`config.mk`:
```
export PLATFORM = sky130hd
export DESIGN_NAME = piece_move_ctrl
export DESIGN_NICKNAME = d
export VERILOG_FILES = /design/src/rtl/piece_move_ctrl_pkg.sv /design/src/rtl/mask_rotate_cw.sv /design/src/rtl/piece_move_ctrl.sv
export SDC_FILE = /design/constraint.sdc
export NUM_CORES = 1
export LEC_CHECK = 0
export CAP_MARGIN = 5
export CORE_MARGIN = 8
export CORE_UTILIZATION = 65
export CTS_BUF_LIST = sky130_fd_sc_hd__clkbuf_4
export CTS_CLUSTER_SIZE = 16
export DETAILED_ROUTE_END_ITERATION = 12
export DONT_BUFFER_PORTS = 1
export PLACE_DENSITY = 0.85
export SYNTH_ARGS = -nofsm -noshare
export SYNTH_HDL_FRONTEND = slang
export SYNTH_SLANG_ARGS = --single-unit
```
`constraint.sdc`:
```
create_clock -name clk -period 4.55 [get_ports clk]
set_clock_uncertainty 0.05 [all_clocks]
set_input_delay 0.91 -clock clk [delete_from_list [all_inputs] [get_ports clk]]
set_output_delay 0.91 -clock clk [all_outputs]
set_load 0.03 [all_outputs]
```
`src/rtl/piece_move_ctrl_pkg.sv`:
```
// piece_move_ctrl_pkg: board geometry, controller states, request bits and the wall/floor check
package piece_move_ctrl_pkg;
  localparam int BOARD_W = 10;
  localparam int BOARD_H = 20;
  localparam logic signed [5:0] MAX_COL = 6'(BOARD_W - 1);
  localparam logic signed [5:0] MAX_ROW = 6'(BOARD_H - 1);
  localparam int R_DOWN  = 0;
  localparam int R_RIGHT = 1;
  localparam int R_LEFT  = 2;
  localparam int R_ROT   = 3;
  localparam int R_DROP  = 4;
  typedef enum logic [2:0] {S_EMPTY, S_IDLE, S_CHK, S_SCHK, S_DEAD} state_t;
  function automatic logic out_of_bounds(input logic [3:0] x, input logic [4:0] y, input logic [0:15] m);
    logic signed [5:0] col;
    logic signed [5:0] row;
    out_of_bounds = 1'b0;
    for (int i = 0; i < 16; i++) begin
      col = $signed({2'b00, x}) + $signed({4'b0000, i[1:0]}) - 6'sd3;
      row = $signed({1'b0, y}) + $signed({4'b0000, i[3:2]}) - 6'sd3;
      if (m[i] && (col[5] || col > MAX_COL || row[5] || row > MAX_ROW)) out_of_bounds = 1'b1;
    end
  endfunction
endpackage

```
`src/rtl/mask_rotate_cw.sv`:
```
// mask_rotate_cw: clockwise rotation of a 4x4 piece mask
module mask_rotate_cw (
  input  logic [0:15] mask,
  output logic [0:15] rotated
);
  for (genvar r = 0; r < 4; r++) begin : g_row
    for (genvar c = 0; c < 4; c++) begin : g_col
      assign rotated[r*4+c] = mask[(3-c)*4+r];
    end
  end
endmodule

```
`src/rtl/piece_move_ctrl.sv`:
```
// piece_move_ctrl: sequences falling-piece moves through the shared collision checker
module piece_move_ctrl
  import piece_move_ctrl_pkg::*;
#(
  parameter logic [3:0] SPAWN_X = 4'd5,
  parameter logic [4:0] SPAWN_Y = 5'd3,
  parameter int         CHK_LAT = 1
) (
  input  logic        clk,
  input  logic        rst_n,
  input  logic        spawn,
  input  logic [0:15] spawn_mask,
  input  logic        req_left,
  input  logic        req_right,
  input  logic        req_rot,
  input  logic        req_down,
  input  logic        req_grav,
  input  logic        req_drop,
  output logic [3:0]  chk_pos_x,
  output logic [4:0]  chk_pos_y,
  output logic [0:15] chk_float,
  input  logic        chk_collision,
  output logic [3:0]  pos_x,
  output logic [4:0]  pos_y,
  output logic [0:15] float,
  output logic        active,
  output logic        busy,
  output logic        lock,
  output logic        game_over
);
  state_t      state, state_n;
  logic [4:0]  pending, pending_n, raw, eff;
  logic [2:0]  op, op_n, sel;
  logic [3:0]  cnt, cnt_n;
  logic [3:0]  chk_x_n, pos_x_n;
  logic [4:0]  chk_y_n, pos_y_n;
  logic [0:15] chk_m_n, float_n, rotated;
  logic        lock_n, game_over_n, blocked, wait_done, cancel;

  mask_rotate_cw u_rot (.mask(float), .rotated(rotated));

  assign raw       = pending | {req_drop, req_rot, req_left, req_right, req_down | req_grav};
  assign cancel    = raw[R_LEFT] & raw[R_RIGHT];
  assign eff       = raw & ~{2'b00, cancel, cancel, 1'b0};
  assign sel       = eff[R_DROP] ? 3'(R_DROP) : eff[R_ROT] ? 3'(R_ROT) : eff[R_LEFT] ? 3'(R_LEFT) :
                     eff[R_RIGHT] ? 3'(R_RIGHT) : 3'(R_DOWN);
  assign blocked   = chk_collision | out_of_bounds(chk_pos_x, chk_pos_y, chk_float);
  assign wait_done = cnt == 4'(CHK_LAT);
  assign active    = state == S_IDLE || state == S_CHK;
  assign busy      = state == S_CHK || state == S_SCHK;

  // next-state: dispatch one pending request, wait out the checker, then resolve
  always_comb begin
    state_n = state;
    pending_n = eff;
    op_n = op;
    cnt_n = cnt;
    chk_x_n = chk_pos_x;
    chk_y_n = chk_pos_y;
    chk_m_n = chk_float;
    pos_x_n = pos_x;
    pos_y_n = pos_y;
    float_n = float;
    lock_n = 1'b0;
    game_over_n = game_over;
    case (state)
      S_EMPTY: begin
        pending_n = '0;
        if (spawn) begin
          chk_x_n = SPAWN_X;
          chk_y_n = SPAWN_Y;
          chk_m_n = spawn_mask;
          cnt_n = '0;
          state_n = S_SCHK;
        end
      end
      S_IDLE: if (|eff) begin
        pending_n[sel] = 1'b0;
        op_n = sel;
        cnt_n = '0;
        chk_x_n = sel == 3'(R_LEFT) ? pos_x - 4'd1 : sel == 3'(R_RIGHT) ? pos_x + 4'd1 : pos_x;
        chk_y_n = (sel == 3'(R_DROP) || sel == 3'(R_DOWN)) ? pos_y + 5'd1 : pos_y;
        chk_m_n = sel == 3'(R_ROT) ? rotated : float;
        state_n = S_CHK;
      end
      S_CHK: begin
        if (!wait_done) cnt_n = cnt + 4'd1;
        else if (!blocked) begin
          pos_x_n = chk_pos_x;
          pos_y_n = chk_pos_y;
          float_n = chk_float;
          chk_y_n = op == 3'(R_DROP) ? chk_pos_y + 5'd1 : chk_pos_y;
          cnt_n = '0;
          state_n = op == 3'(R_DROP) ? S_CHK : S_IDLE;
        end else begin
          lock_n = op == 3'(R_DROP) || op == 3'(R_DOWN);
          pending_n = lock_n ? '0 : eff;
          state_n = lock_n ? S_EMPTY : S_IDLE;
        end
      end
      S_SCHK: begin
        if (!wait_done) cnt_n = cnt + 4'd1;
        else if (blocked) begin
          game_over_n = 1'b1;
          state_n = S_DEAD;
        end else begin
          pos_x_n = chk_pos_x;
          pos_y_n = chk_pos_y;
          float_n = chk_float;
          state_n = S_IDLE;
        end
      end
      S_DEAD: pending_n = '0;
      default: state_n = S_EMPTY;
    endcase
  end

  // state and datapath registers
  always_ff @(posedge clk or negedge rst_n)
    if (!rst_n) begin
      state <= S_EMPTY;
      pending <= '0;
      op <= '0;
      cnt <= '0;
      chk_pos_x <= '0;
      chk_pos_y <= '0;
      chk_float <= '0;
      pos_x <= '0;
      pos_y <= '0;
      float <= '0;
      lock <= 1'b0;
      game_over <= 1'b0;
    end else begin
      state <= state_n;
      pending <= pending_n;
      op <= op_n;
      cnt <= cnt_n;
      chk_pos_x <= chk_x_n;
      chk_pos_y <= chk_y_n;
      chk_float <= chk_m_n;
      pos_x <= pos_x_n;
      pos_y <= pos_y_n;
      float <= float_n;
      lock <= lock_n;
      game_over <= game_over_n;
    end
endmodule

```
==> results.json <==
{
  "setup_tns_ns": 0,
  "layout_setup_ws_ns": 0.797,
  "cts_buffer_depth": 2,
  "fmax_ghz": 0.266,
  "critical-path-slowest-cell": "dfrtp_1",
  "cts_tree": "built",
  "reg2reg_to": "chk_pos_y[4]",
  "status": "completed",
  "yosys_warnings": 0,
  "grt_pass1_vias": 3357,
  "gp_congestion": 0.937,
  "ctsHoldBuffers": 0,
  "synth_edf_count": 0,
  "max_stage_delay_ns": 0.73,
  "root_buffer": "clkbuf_4",
  "power_leakage_nw": 1.92,
  "ff_latch_area_mm2": 0.00168,
  "synth_top_area_frac": 0.402,
  "min_period_ns": 3.75,
  "first_iter_violations": 237,
  "hold_class": "input pin to async pin",
  "htree_levels": 3,
  "cts_resized": 0,
  "drc": 0,
  "synth_top_cells_by_area": "dfrtp_1 40%, ha_1 6.6%, o21ai_0 5.0%",
  "clock_latency_ns": 0.42,
  "port_buffers": 0,
  "synthToLayoutAreaGrowth_pct": 3.33,
  "hpwl_mm": 7.53,
  "synth_seq_area_share": 0.402,
  "antenna_left": 0,
  "rsz0062_at_grt": "false",
  "numCtsBuffers": 9,
  "diodes": 0,
  "power_mw": 3.17,
  "num_io_pins": 80,
  "post-synth-top-area-cell": "dfrtp_1",
  "coreArea_mm2": 0.00628,
  "pwr-share-seq": 0.448,
  "die_h_um": 96.1,
  "grt_pass1_wl_mm": 17.0,
  "multiInputGateArea_mm2": 0.00231,
  "grt.total_usage": 0.236,
  "initial_core_util": 0.665,
  "ys_ff_latch": 67,
  "pwr-share-clk": 0.126,
  "power.density_mw_per_mm2": 736,
  "wire_per_inst_um": 20.5,
  "p_sw_frac": 0.521,
  "dr_total_vias": 3377,
  "crit_required_ns": 4.79,
  "reg2reg_slack_ns": 0.80,
  "dieArea_mm2": 0.00924,
  "ir_drop_uv": 428,
  "start_kind": "flop",
  "path_buf_inv": 2,
  "crit_path_cell_trace": "inv_1, ha_1, a21bo_2, a21oi_2, o22ai_1, a221oi_1, nand3_1, or4_1, buf_4, o311ai_1, o21ai_1",
  "pre_cts_slack_ns": 0.836,
  "syn_area_mm2": 0.00417,
  "post-cts-setup-buffers": 0,
  "rr_startpoint": "chk_pos_y[2]",
  "min_period_over_period": 0.825,
  "grt_max_degree": 68,
  "crit_fanout": 36,
  "synthCells": 432,
  "synth_nets": 480,
  "final-hold-violation-count": 0,
  "clk_pin_slew_ns": 0.11,
  "tightest_slew_ns": 1.14,
  "internal_power_mw": 1.52,
  "layout-drive-gt1-share": 0.130,
  "clkSinkCount": 67,
  "die_x_um": 96.1,
  "slew_headroom": 0.241,
  "nFillCells": 471,
  "synthFlopType": "dfrtp_1",
  "p_sw_mw": 1.65,
  "row_count": 29,
  "ys_types": 69,
  "end_kind": "flop",
  "critPathKind": "flop to flop",
  "synth.avg_cell_area_um2": 9.66,
  "setup_viol": 0,
  "via_per_inst": 6.65,
  "fin_nets": 474,
  "slew_violations": 0,
  "synthArstFlopShare": 1.00,
  "routed_wl_mm": 10.4,
  "p_comb_frac": 0.426,
  "grt-ovfl-total": 0,
  "critical-path-top-delay-family": "compound AO/OA/AOI/OAI gates",
  "cp_data_arrival_time_ns": 3.99,
  "maxCapViolCount": 0,
  "antenna_found_initial": 0,
  "reg2reg_depth": 11,
  "drt_pass1_iterations": 5
}
[Yosys cell counts, drive strengths merged, types with 3 or more instances]
cell and n:
dfrtp 67, nand3 7, o22ai 7, a221oi 3, nand2 38, o22a 3, nand4 5, xor2 7
nand2b 3, inv 16, buf 7, nor3 9, o21ai 45, ha 22, xnor2 3, nor2 50
clkbuf 14, a21oi 23, a22oi 4, o211ai 5, o31a 5, mux2i 20, mux2 19, a211oi 3
[worst reg2reg max path: cells and delay by family, from the launching register on]
kind            cells  cell delay [ns]
compound gates      6             1.25
fa+ha+maj           1             0.28
buf+inv             2             0.59
flops               1             0.73
simple gates        2             0.73
[layer usage]
| metal | track usage | part of all wire | up-vias |
|---|---|---|---|
| li1 | - | - | 1565 |
| met1 | 0.289 | 0.41 | 1665 |
| met2 | 0.379 | 0.50 | 129 |
| met3 | 0.0772 | 0.070 | 18 |
| met4 | 0.0871 | 0.015 | 0 |
| met5 | 0 | 0 | - |
[power groups by stage]
stage / Combinational, mW / Sequential [mW] / Clock [mW]
after floorplan: 1.11 / 1.31 / 0
after global placement: 1.27 / 1.43 / 0
after detailed placement: 1.33 / 1.43 / 0
after CTS: 1.34 / 1.42 / 0.402
after global routing: 1.51 / 1.46 / 0.433
final: 1.35 / 1.42 / 0.400
[final cells by class]
cell class | count | share of cell area
Clock buffer | 11 | 0.0192
Tap cell | 77 | 0.0223
Multi-Input combinational cell | 328 | 0.536
Clock inverter | 5 | 0.0125
Timing Repair Buffer | 4 | 0.00696
Inverter | 16 | 0.0139
Sequential cell | 67 | 0.389
[per-stage QoR]
stage / utilization / cell area [µm²] / hold WS [ns] / instances
after global routing: 0.687 / 4310 / 0.0789 / 508
final: 0.687 / 4310 / 0.123 / 508
after detailed placement: 0.665 / 4180 / 0.434 / 492
after floorplan: - / 4170 / 0.401 / 432
after global placement: 0.665 / 4180 / 0.426 / 492
after CTS: 0.687 / 4310 / 0.107 / 508
[cells by family (layout without fill, tap and decap cells)]
| family | after synthesis | after routing | synth area share |
|---|---|---|---|
| buffers and inverters | 37 | 36 | 0.0447 |
| AND/OR/NAND/NOR | 129 | 129 | 0.144 |
| XOR/XNOR | 10 | 10 | 0.0228 |
| adder cells (fa/ha/maj) | 22 | 22 | 0.0660 |
| multiplexers | 39 | 39 | 0.109 |
| flip-flops | 67 | 67 | 0.402 |
| AO/OA/AOI/OAI | 128 | 128 | 0.212 |
[worst max path at each step]
| stage | from | endpoint | cells past startpoint |
|---|---|---|---|
| after global routing | chk_pos_x[1] | chk_pos_y[4] | 12 |
| after detailed placement | chk_pos_x[1] | chk_pos_y[4] | 12 |
| after CTS | chk_pos_x[2] | chk_pos_y[4] | 12 |
| final | chk_pos_y[2] | chk_pos_y[4] | 11 |
| after global placement | chk_pos_x[2] | chk_pos_y[4] | 12 |
| after floorplan | chk_pos_x[0] | float[10] | 11 |
[state kept, by name, summed over array words and instances (netlist names), 3 cells and up]
register   cells
state          3
chk_pos_x      4
pos_x          4
op             3
pending        5
chk_pos_y      5
cnt            4
pos_y          5
chk_float     16
float         16
[placed cells by master, fill, tap and decap left out, types with 8 or more instances in the layout]
| master | synthesis | final |
|---|---|---|
| dfrtp_1 | 67 | 67 |
| a21oi_1 | 22 | 22 |
| ha_1 | 22 | 22 |
| clkbuf_4 | 0 | 11 |
| inv_1 | 16 | 16 |
| mux2i_1 | 20 | 20 |
| mux2_4 | 11 | 11 |
| nor2_1 | 50 | 49 |
| o21ai_0 | 42 | 42 |
| mux2_2 | 8 | 8 |
| nor3_1 | 9 | 9 |
| nand2_1 | 38 | 38 |
(Power assumes the default switching activity.)
